**config.mk**
```make
export PLATFORM = sky130hd
export DESIGN_NAME = integer_issue_queue
export DESIGN_NICKNAME = d
export VERILOG_FILES = /design/src/rtl/integer_issue_queue.sv
export SDC_FILE = /design/constraint.sdc
export NUM_CORES = 2
export LEC_CHECK = 0
export CAP_MARGIN = 15
export CORE_UTILIZATION = 33
export CTS_CLUSTER_SIZE = 10
export DETAILED_ROUTE_END_ITERATION = 8
export DONT_BUFFER_PORTS = 1
export GPL_TIMING_DRIVEN = 0
export MAX_ROUTING_LAYER = met4
export PLACE_DENSITY = 0.56
export SLEW_MARGIN = 10
export SYNTH_ARGS = -nofsm -noshare
export SYNTH_HDL_FRONTEND = slang
export SYNTH_SLANG_ARGS = --single-unit
```
**constraint.sdc**
```tcl
create_clock -name clk -period 9.55 [get_ports clk]
set_input_delay 0.955 -clock clk [delete_from_list [all_inputs] [get_ports clk]]
set_output_delay 0.955 -clock clk [all_outputs]
set_load 0.05 [all_outputs]
```
**src/rtl/integer_issue_queue.sv**
```systemverilog
`default_nettype none
// ============================================================================
// Module   : integer_issue_queue
// Purpose  : Collapsing integer issue queue. Holds renamed micro-ops in age
//            order (slot 0 = oldest, no holes), tracks per-source readiness by
//            snooping N_WAKEUP tag broadcast ports, and each cycle offers the
//            oldest fully-ready entry to the execute pipes. Issued entries are
//            removed and younger entries shift down one slot.
// Ports    : clk, rst (sync, active high), flush (sync clear)
//            dispatch_*  : valid/ready entry write port with source tags,
//                          source-ready flags, destination tag and payload
//            wakeup_*    : N_WAKEUP tag broadcasts, port k at [k*TAG_W +: TAG_W]
//            issue_*     : valid/ready selected entry (payload, dst tag)
//            count       : number of valid entries
// Revision : 1.0 - initial release
// ============================================================================
module integer_issue_queue #(
  parameter int N_ENTRIES = 8,
  parameter int TAG_W     = 6,
  parameter int PAYLOAD_W = 64,
  parameter int N_WAKEUP  = 2
) (
  input  logic                            clk,
  input  logic                            rst,
  input  logic                            flush,
  input  logic                            dispatch_valid,
  output logic                            dispatch_ready,
  input  logic [PAYLOAD_W-1:0]            dispatch_payload,
  input  logic [TAG_W-1:0]                dispatch_src1_tag,
  input  logic [TAG_W-1:0]                dispatch_src2_tag,
  input  logic                            dispatch_src1_rdy,
  input  logic                            dispatch_src2_rdy,
  input  logic [TAG_W-1:0]                dispatch_dst_tag,
  input  logic [N_WAKEUP-1:0]             wakeup_valid,
  input  logic [N_WAKEUP*TAG_W-1:0]       wakeup_tag,
  output logic                            issue_valid,
  input  logic                            issue_ready,
  output logic [PAYLOAD_W-1:0]            issue_payload,
  output logic [TAG_W-1:0]                issue_dst_tag,
  output logic [$clog2(N_ENTRIES+1)-1:0]  count
);

  localparam int CNT_W = $clog2(N_ENTRIES + 1);
  localparam int IDX_W = $clog2(N_ENTRIES);

  // Slot storage
  logic [PAYLOAD_W-1:0] payload_q  [N_ENTRIES];
  logic [PAYLOAD_W-1:0] payload_d  [N_ENTRIES];
  logic [TAG_W-1:0]     dst_tag_q  [N_ENTRIES];
  logic [TAG_W-1:0]     dst_tag_d  [N_ENTRIES];
  logic [TAG_W-1:0]     src1_tag_q [N_ENTRIES];
  logic [TAG_W-1:0]     src1_tag_d [N_ENTRIES];
  logic [TAG_W-1:0]     src2_tag_q [N_ENTRIES];
  logic [TAG_W-1:0]     src2_tag_d [N_ENTRIES];
  logic [N_ENTRIES-1:0] src1_rdy_q, src1_rdy_d;
  logic [N_ENTRIES-1:0] src2_rdy_q, src2_rdy_d;
  logic [CNT_W-1:0]     count_q, count_d;

  logic [N_ENTRIES-1:0] eligible;
  logic [IDX_W-1:0]     sel_idx;
  logic                 any_eligible;
  logic                 dispatch_fire;
  logic                 issue_fire;
  logic [CNT_W-1:0]     wr_idx;
  logic [IDX_W-1:0]     src_idx;
  logic                 disp_src1_rdy;
  logic                 disp_src2_rdy;

  // True when any valid broadcast port carries the given tag.
  function automatic logic wake_hit(
    input logic [TAG_W-1:0]          tag,
    input logic [N_WAKEUP-1:0]       vld,
    input logic [N_WAKEUP*TAG_W-1:0] tags
  );
    logic hit;
    hit = 1'b0;
    for (int k = 0; k < N_WAKEUP; k++) begin
      if (vld[k] && (tags[k*TAG_W +: TAG_W] == tag)) hit = 1'b1;
    end
    return hit;
  endfunction

  // Slots at or above count are empty; their ready bits are ignored here.
  for (genvar i = 0; i < N_ENTRIES; i++) begin : g_elig
    assign eligible[i] = (CNT_W'(i) < count_q) & src1_rdy_q[i] & src2_rdy_q[i];
  end

  // Oldest-first select: scan from the top so the lowest index is written last.
  always_comb begin
    sel_idx      = '0;
    any_eligible = 1'b0;
    for (int i = N_ENTRIES - 1; i >= 0; i--) begin
      if (eligible[i]) begin
        sel_idx      = IDX_W'(i);
        any_eligible = 1'b1;
      end
    end
  end

  assign dispatch_ready = (count_q != CNT_W'(N_ENTRIES));
  assign dispatch_fire  = dispatch_valid & dispatch_ready;
  assign issue_valid    = any_eligible;
  assign issue_fire     = any_eligible & issue_ready;
  assign issue_payload  = payload_q[sel_idx];
  assign issue_dst_tag  = dst_tag_q[sel_idx];
  assign count          = count_q;

  // A dispatching source also catches a broadcast seen in the same cycle.
  assign disp_src1_rdy = dispatch_src1_rdy | wake_hit(dispatch_src1_tag, wakeup_valid, wakeup_tag);
  assign disp_src2_rdy = dispatch_src2_rdy | wake_hit(dispatch_src2_tag, wakeup_valid, wakeup_tag);

  // Next state: collapse over the issued slot, then apply wakeups to the
  // entries at their new positions, then drop the dispatched entry on top.
  always_comb begin
    count_d    = count_q + CNT_W'(dispatch_fire) - CNT_W'(issue_fire);
    wr_idx     = count_q - CNT_W'(issue_fire);
    src_idx    = '0;
    src1_rdy_d = '0;
    src2_rdy_d = '0;
    for (int i = 0; i < N_ENTRIES; i++) begin
      src_idx = IDX_W'(i);
      if (issue_fire && (i >= int'(sel_idx)) && (i < N_ENTRIES - 1)) begin
        src_idx = IDX_W'(i + 1);
      end
      payload_d[i]  = payload_q[src_idx];
      dst_tag_d[i]  = dst_tag_q[src_idx];
      src1_tag_d[i] = src1_tag_q[src_idx];
      src2_tag_d[i] = src2_tag_q[src_idx];
      src1_rdy_d[i] = src1_rdy_q[src_idx] | wake_hit(src1_tag_q[src_idx], wakeup_valid, wakeup_tag);
      src2_rdy_d[i] = src2_rdy_q[src_idx] | wake_hit(src2_tag_q[src_idx], wakeup_valid, wakeup_tag);
      if (dispatch_fire && (wr_idx == CNT_W'(i))) begin
        payload_d[i]  = dispatch_payload;
        dst_tag_d[i]  = dispatch_dst_tag;
        src1_tag_d[i] = dispatch_src1_tag;
        src2_tag_d[i] = dispatch_src2_tag;
        src1_rdy_d[i] = disp_src1_rdy;
        src2_rdy_d[i] = disp_src2_rdy;
      end
    end
  end

  // Control state: flush and reset both empty the queue.
  always_ff @(posedge clk) begin
    if (rst || flush) begin
      count_q    <= '0;
      src1_rdy_q <= '0;
      src2_rdy_q <= '0;
    end else begin
      count_q    <= count_d;
      src1_rdy_q <= src1_rdy_d;
      src2_rdy_q <= src2_rdy_d;
    end
  end

  // Data state needs no reset: validity is carried entirely by count_q.
  always_ff @(posedge clk) begin
    for (int i = 0; i < N_ENTRIES; i++) begin
      payload_q[i]  <= payload_d[i];
      dst_tag_q[i]  <= dst_tag_d[i];
      src1_tag_q[i] <= src1_tag_d[i];
      src2_tag_q[i] <= src2_tag_d[i];
    end
  end

endmodule
`default_nettype wire

```
## After elaboration in Yosys (flattened, before gate mapping)

Memories as Yosys holds them, arrays and structs flattened.
Cells that the tools add are included.

- Add/sub/neg operators: 3
- $lt $le $gt $ge: 22
- Eq/ne operators: 45
- Muxes and demuxes: 135
- Bitwise operators: 36
- Reductions and logical operators: 53

Operators by type and width:

| kind | number |
|---|---|
| 64-bit 2-to-1 mux | 8 |
| 6-bit == test | 36 |
| 6-bit 2-to-1 mux | 24 |
| 1-bit 2-to-1 mux | 78 |
| 1-bit logical AND | 51 |
| 1-bit binary-select mux with 3-bit select | 14 |
| 3-bit by 4-bit less-than comparator with 1-bit output, second input constant | 7 |
| 3-bit 2-to-1 mux | 9 |
| 1-bit AND | 18 |
| 1-bit bitwise OR | 18 |
| 4-bit by 3-bit == test with 1-bit output, second input constant | 4 |
| 3-bit by 4-bit less-than comparator with 1-bit output, first input constant | 4 |
| 3-bit >= comparator, first input constant | 3 |
| 4-bit by 2-bit == test with 1-bit output, second input constant | 2 |
| 1-bit by 4-bit less-than comparator with 1-bit output, first input constant | 2 |
| 2-bit by 4-bit less-than comparator with 1-bit output, first input constant | 2 |
| 4-bit by 1-bit subtractor with 4-bit output | 2 |
| 1-bit by 3-bit >= comparator with 1-bit output, first input constant | 2 |
| 2-bit by 3-bit >= comparator with 1-bit output, first input constant | 2 |
| 4-bit by 1-bit adder with 4-bit output | 1 |
| 4-bit by 1-bit == test with 1-bit output, second input constant | 1 |
| 4-bit logical NOT | 1 |
| 2-bit 2-to-1 mux | 2 |
| 4-bit inequality test, second input constant | 1 |
| 2 further kinds | 2 |

- Flip-flop bits (word level): 20
- RAM bits: 656
- Bits of input ports: 103
- Output and inout bits: 76
- Word-level logic and storage cells: 301
- Memories kept: 4

Memory list:

| name | words | width | read ports | clocked after Yosys merged registers in | write ports | line | text |
|---|---|---|---|---|---|---|---|
| payload_q | 8 | 64 | 8 | 0 | 8 | 47 | `logic [PAYLOAD_W-1:0] payload_q [N_ENTRIES];` |
| dst_tag_q | 8 | 6 | 8 | 0 | 8 | 49 | `logic [TAG_W-1:0] dst_tag_q [N_ENTRIES];` |
| src1_tag_q | 8 | 6 | 8 | 0 | 8 | 51 | `logic [TAG_W-1:0] src1_tag_q [N_ENTRIES];` |
| src2_tag_q | 8 | 6 | 8 | 0 | 8 | 53 | `logic [TAG_W-1:0] src2_tag_q [N_ENTRIES];` |

## Depth between registers and ports, before layout

An unclocked memory read counts as a cell.

- Depth in word-level cells: 21
- Mapped depth: 17
- Mapped depth without buffers: 16

## Worst setup path after synthesis

Ideal clock, no wire load.

- Path type: register to register
- From: register count_q[2], in the netlist count[2]
- To: memory dst_tag_q[2][0] (enable)
- Setup time: 0.595 ns
- Data arrival time: 7.251 ns
- Required time: 8.955 ns
- Path slack: 1.704 ns
- Cell stages (with the launch flop): 10
- Buffers on the path: 3
- Period minus slack after synthesis: 7.846 ns
- Cell sequence: dfxtp_1 inv_1 ha_1 a21boi_2 nor2_1 o31ai_2 buf_2 clkbuf_1 clkbuf_1 o21ai_0

RTL lines:

| what | line | text |
|---|---|---|
| start: declaration | 57 | `logic [CNT_W-1:0] count_q, count_d;` |
| start signal: assignment | 149 | `count_q <= count_d;` |
| end: declaration | 49 |  |

==> results.yml <==
clock_tree:
  clock_sinks: 676
  cts_made_buffers: 84
  postCtsSetupBuffers: 0
  cts_tree: "built"
  cts_hold_buf: 0
  clock-root-buffer: "clkbuf_16"
  cts_resized: 0
  path_clk_slew_ps: 60
  h-tree-depth: 3
  clockBufferDepth: 3
  clk_latency_ps: 680
sta:
  fin_ws_ps: 2291
  drv_slew: 0
  skew_ps: 36.49
  setup_viol: 0
  rsz0062_at_grt: "no"
  slew-limit-headroom: 0.1535
  max_freq_mhz: 137.8
  finalCritPeriodShare: 0.7601
  finalHoldViolCount: 0
  finalCriticalPeriod_ps: 7259
  tightestPinTransition_ps: 1270
synth:
  syn_area_um2: 36970
  synthArstFlopShare: 0
  synth_area_leaders: "edfxtp_1 (46%), nand2_1 (13%), mux2i_1 (5.9%)"
  ys_ff_latch: 676
  synth_ff_type: "edfxtp_1"
  synth.net_count: 4053
  yosysSeqAreaShare: 0.5209
  synth.largest_area_cell: "edfxtp_1"
  synth_cell_types: 74
  syn_inst: 3939
  syn_avg_cell_area_um2: 9.386
  synth_edf_count: 572
  synth_top_area_frac: 0.4646
  yosys_warnings: 0
final_layout:
  num-nets-final: 4159
  mostFrequentLayoutCells: "nand2_1 (1283), edfxtp_1 (572), a21oi_1 (384), clkbuf_1 (264), mux2i_1 (217)"
  syn_to_final_growth_pct: 13.28
  fin_util: 0.3779
  seq_area_um2: 19260
  final_common_cell: "nand2_1"
  drive_above_1_share: 0.08378
  fillers: 11170
  final-instance-count-excl-fill: 5586
  multiInputGateArea_um2: 16550
pwr:
  power.density_nw_per_um2: 173.7
  vdd_drop_max_mv: 0.1122
  leakagePower_nw: 15.93
worst_setup_path:
  crit_path_end_kind: "register"
  required_ps: 9920
  worstPathArrival_ps: 7630
  rrSetupSlack_ps: 2290
  timing.rr.start: "count[2]"
  setup.worst_path.start_class: "register"
  r2r_end: "payload_q[0][29]"
  path_max_fanout: 46
  worstRegToRegCells: 16
  path_class: "register to register"
drt:
  drtIter0Drc: 3297
  vias: 30520
  vias_per_cell: 5.464
  ant_nets: 0
  routed_wl_mm: 135.3
  drtPass1Iterations: 8
  drc_errors: 0
  wl_per_cell_um: 24.22
run:
  maxCapViolCount: 0
min_path:
  min_path_cells: 0
  hold_class: "primary input to register"
  hp-start: "dispatch_payload[35]"
  min_delay_worst_endpoint: "payload_q[7][35]"
floorplan:
  die_h_um: 336.7
  num_rows: 122
  dieArea_um2: 113400
  die_w_um: 336.7
  start_util: 0.3336
  pin_count: 179
  design.core.area_um2: 110800
global_route:
  track_usage: 0.2404
  grt_pass1_wl_mm: 196.9
  grt_max_degree: 64
  gr-total-overflow: 0
  antenna_found_initial: 6
  grt_pass1_vias: 29690
status:
  status: "complete, no violations"
placed_design:
  dpl_worst_slack_ps: 2571
  gp_congestion: 0.9130
  dp.cells: 5446
  portBuffers: 0
  dp_hpwl_mm: 93.90
[sequential cells by signal, summed over array words and instances (netlist names)]
name        cells
src2_tag_q     48
dst_tag_q      48
count           4
src1_tag_q     48
payload_q     512
src2_rdy_q      8
src1_rdy_q      8
[metrics by stage]
step	total power, W	area [µm²]	TNS, ps	hold WS [ps]
finish	0.007277	41880	0	367.3
global route	0.007489	41880	0	352.1
CTS	0.007307	41870	0	335.7
detailed placement	0.004241	39300	0	528.7
global placement	0.004223	38830	-305840	523.4
floorplan	0.004022	36970	0	511.1
[power breakdown]
| part | leakage (nW) | internal [W] | switching, W | total, W |
|---|---|---|---|---|
| Combinational | 8.62 | 0.000265 | 0.000511 | 0.000776 |
| Clock | 1.25 | 0.00176 | 0.00132 | 0.00308 |
| Sequential | 6.06 | 0.00332 | 0.0000967 | 0.00342 |
| Total | 15.9 | 0.00535 | 0.00193 | 0.00728 |
[layout make-up]
type                            instances  area share
Antenna cell                            4   0.0002390
Multi-Input combinational cell       2945      0.3952
Buffer                                294     0.02796
Inverter                               24    0.002270
Sequential cell                       676      0.4598
Clock buffer                          113     0.05574
Tap cell                             1488     0.04445
Timing Repair Buffer                   20    0.008783
Clock inverter                         22    0.005527
[cell families (layout without fill, tap and decap cells)]
group                    after synthesis  in the layout  share of synthesized area
AO/OA/AOI/OAI                        685            685                     0.1007
XOR/XNOR                             204            204                    0.04833
adder cells (fa/ha/maj)               11             11                   0.003926
buffers and inverters                318            473                    0.03391
flip-flops                           676            676                     0.5209
multiplexers                         367            367                     0.1061
other                                  0              4                          0
AND/OR/NAND/NOR                     1678           1678                     0.1862
[worst max path at each step]
stage / cells after the start / start / to / slack, ps
after floorplan: 9 / count[2] / dst_tag_q[2][0] / 1700
final: 16 / count[2] / payload_q[0][29] / 2290
after detailed placement: 16 / count[2] / payload_q[0][28] / 2570
after global routing: 17 / count[2] / payload_q[2][26] / 1980
after global placement: 9 / count[2] / payload_q[2][27] / -4000
after CTS: 16 / count[2] / payload_q[0][49] / 2410
[critical path: stages (launching register included)]
cell      delay [ps]
dfxtp_1          570
inv_1            250
ha_1             360
a21boi_2         260
nor2_1           120
nor4_1           620
nand2_1          580
and2_1           370
ha_1             210
ha_1             220
xor2_1           510
or3_1            190
clkbuf_1         750
clkbuf_1         460
clkbuf_1         610
nand2_4          450
buf_16           350
[metal layers]
| layer | up-vias | global-route usage | wire length [µm] |
|---|---|---|---|
| met2 | 1304 | 0.3643 | 60760 |
| met3 | 257 | 0.05544 | 12260 |
| li1 | 13950 | - | - |
| met5 | - | - | 0 |
| met1 | 15020 | 0.3115 | 57430 |
| met4 | 0 | 0.08956 | 4830 |
[Yosys cell counts, drive strengths merged, types with 44 or more instances]
master / instances
o21ai: 173
xnor2: 137
clkbuf: 250
buf: 44
edfxtp: 572
a21oi: 386
dfxtp: 104
nor2: 200
xor2: 67
mux2: 143
mux2i: 224
a31oi: 77
nand2: 1288
or4: 74
Power figures use the tool's default switching activity.
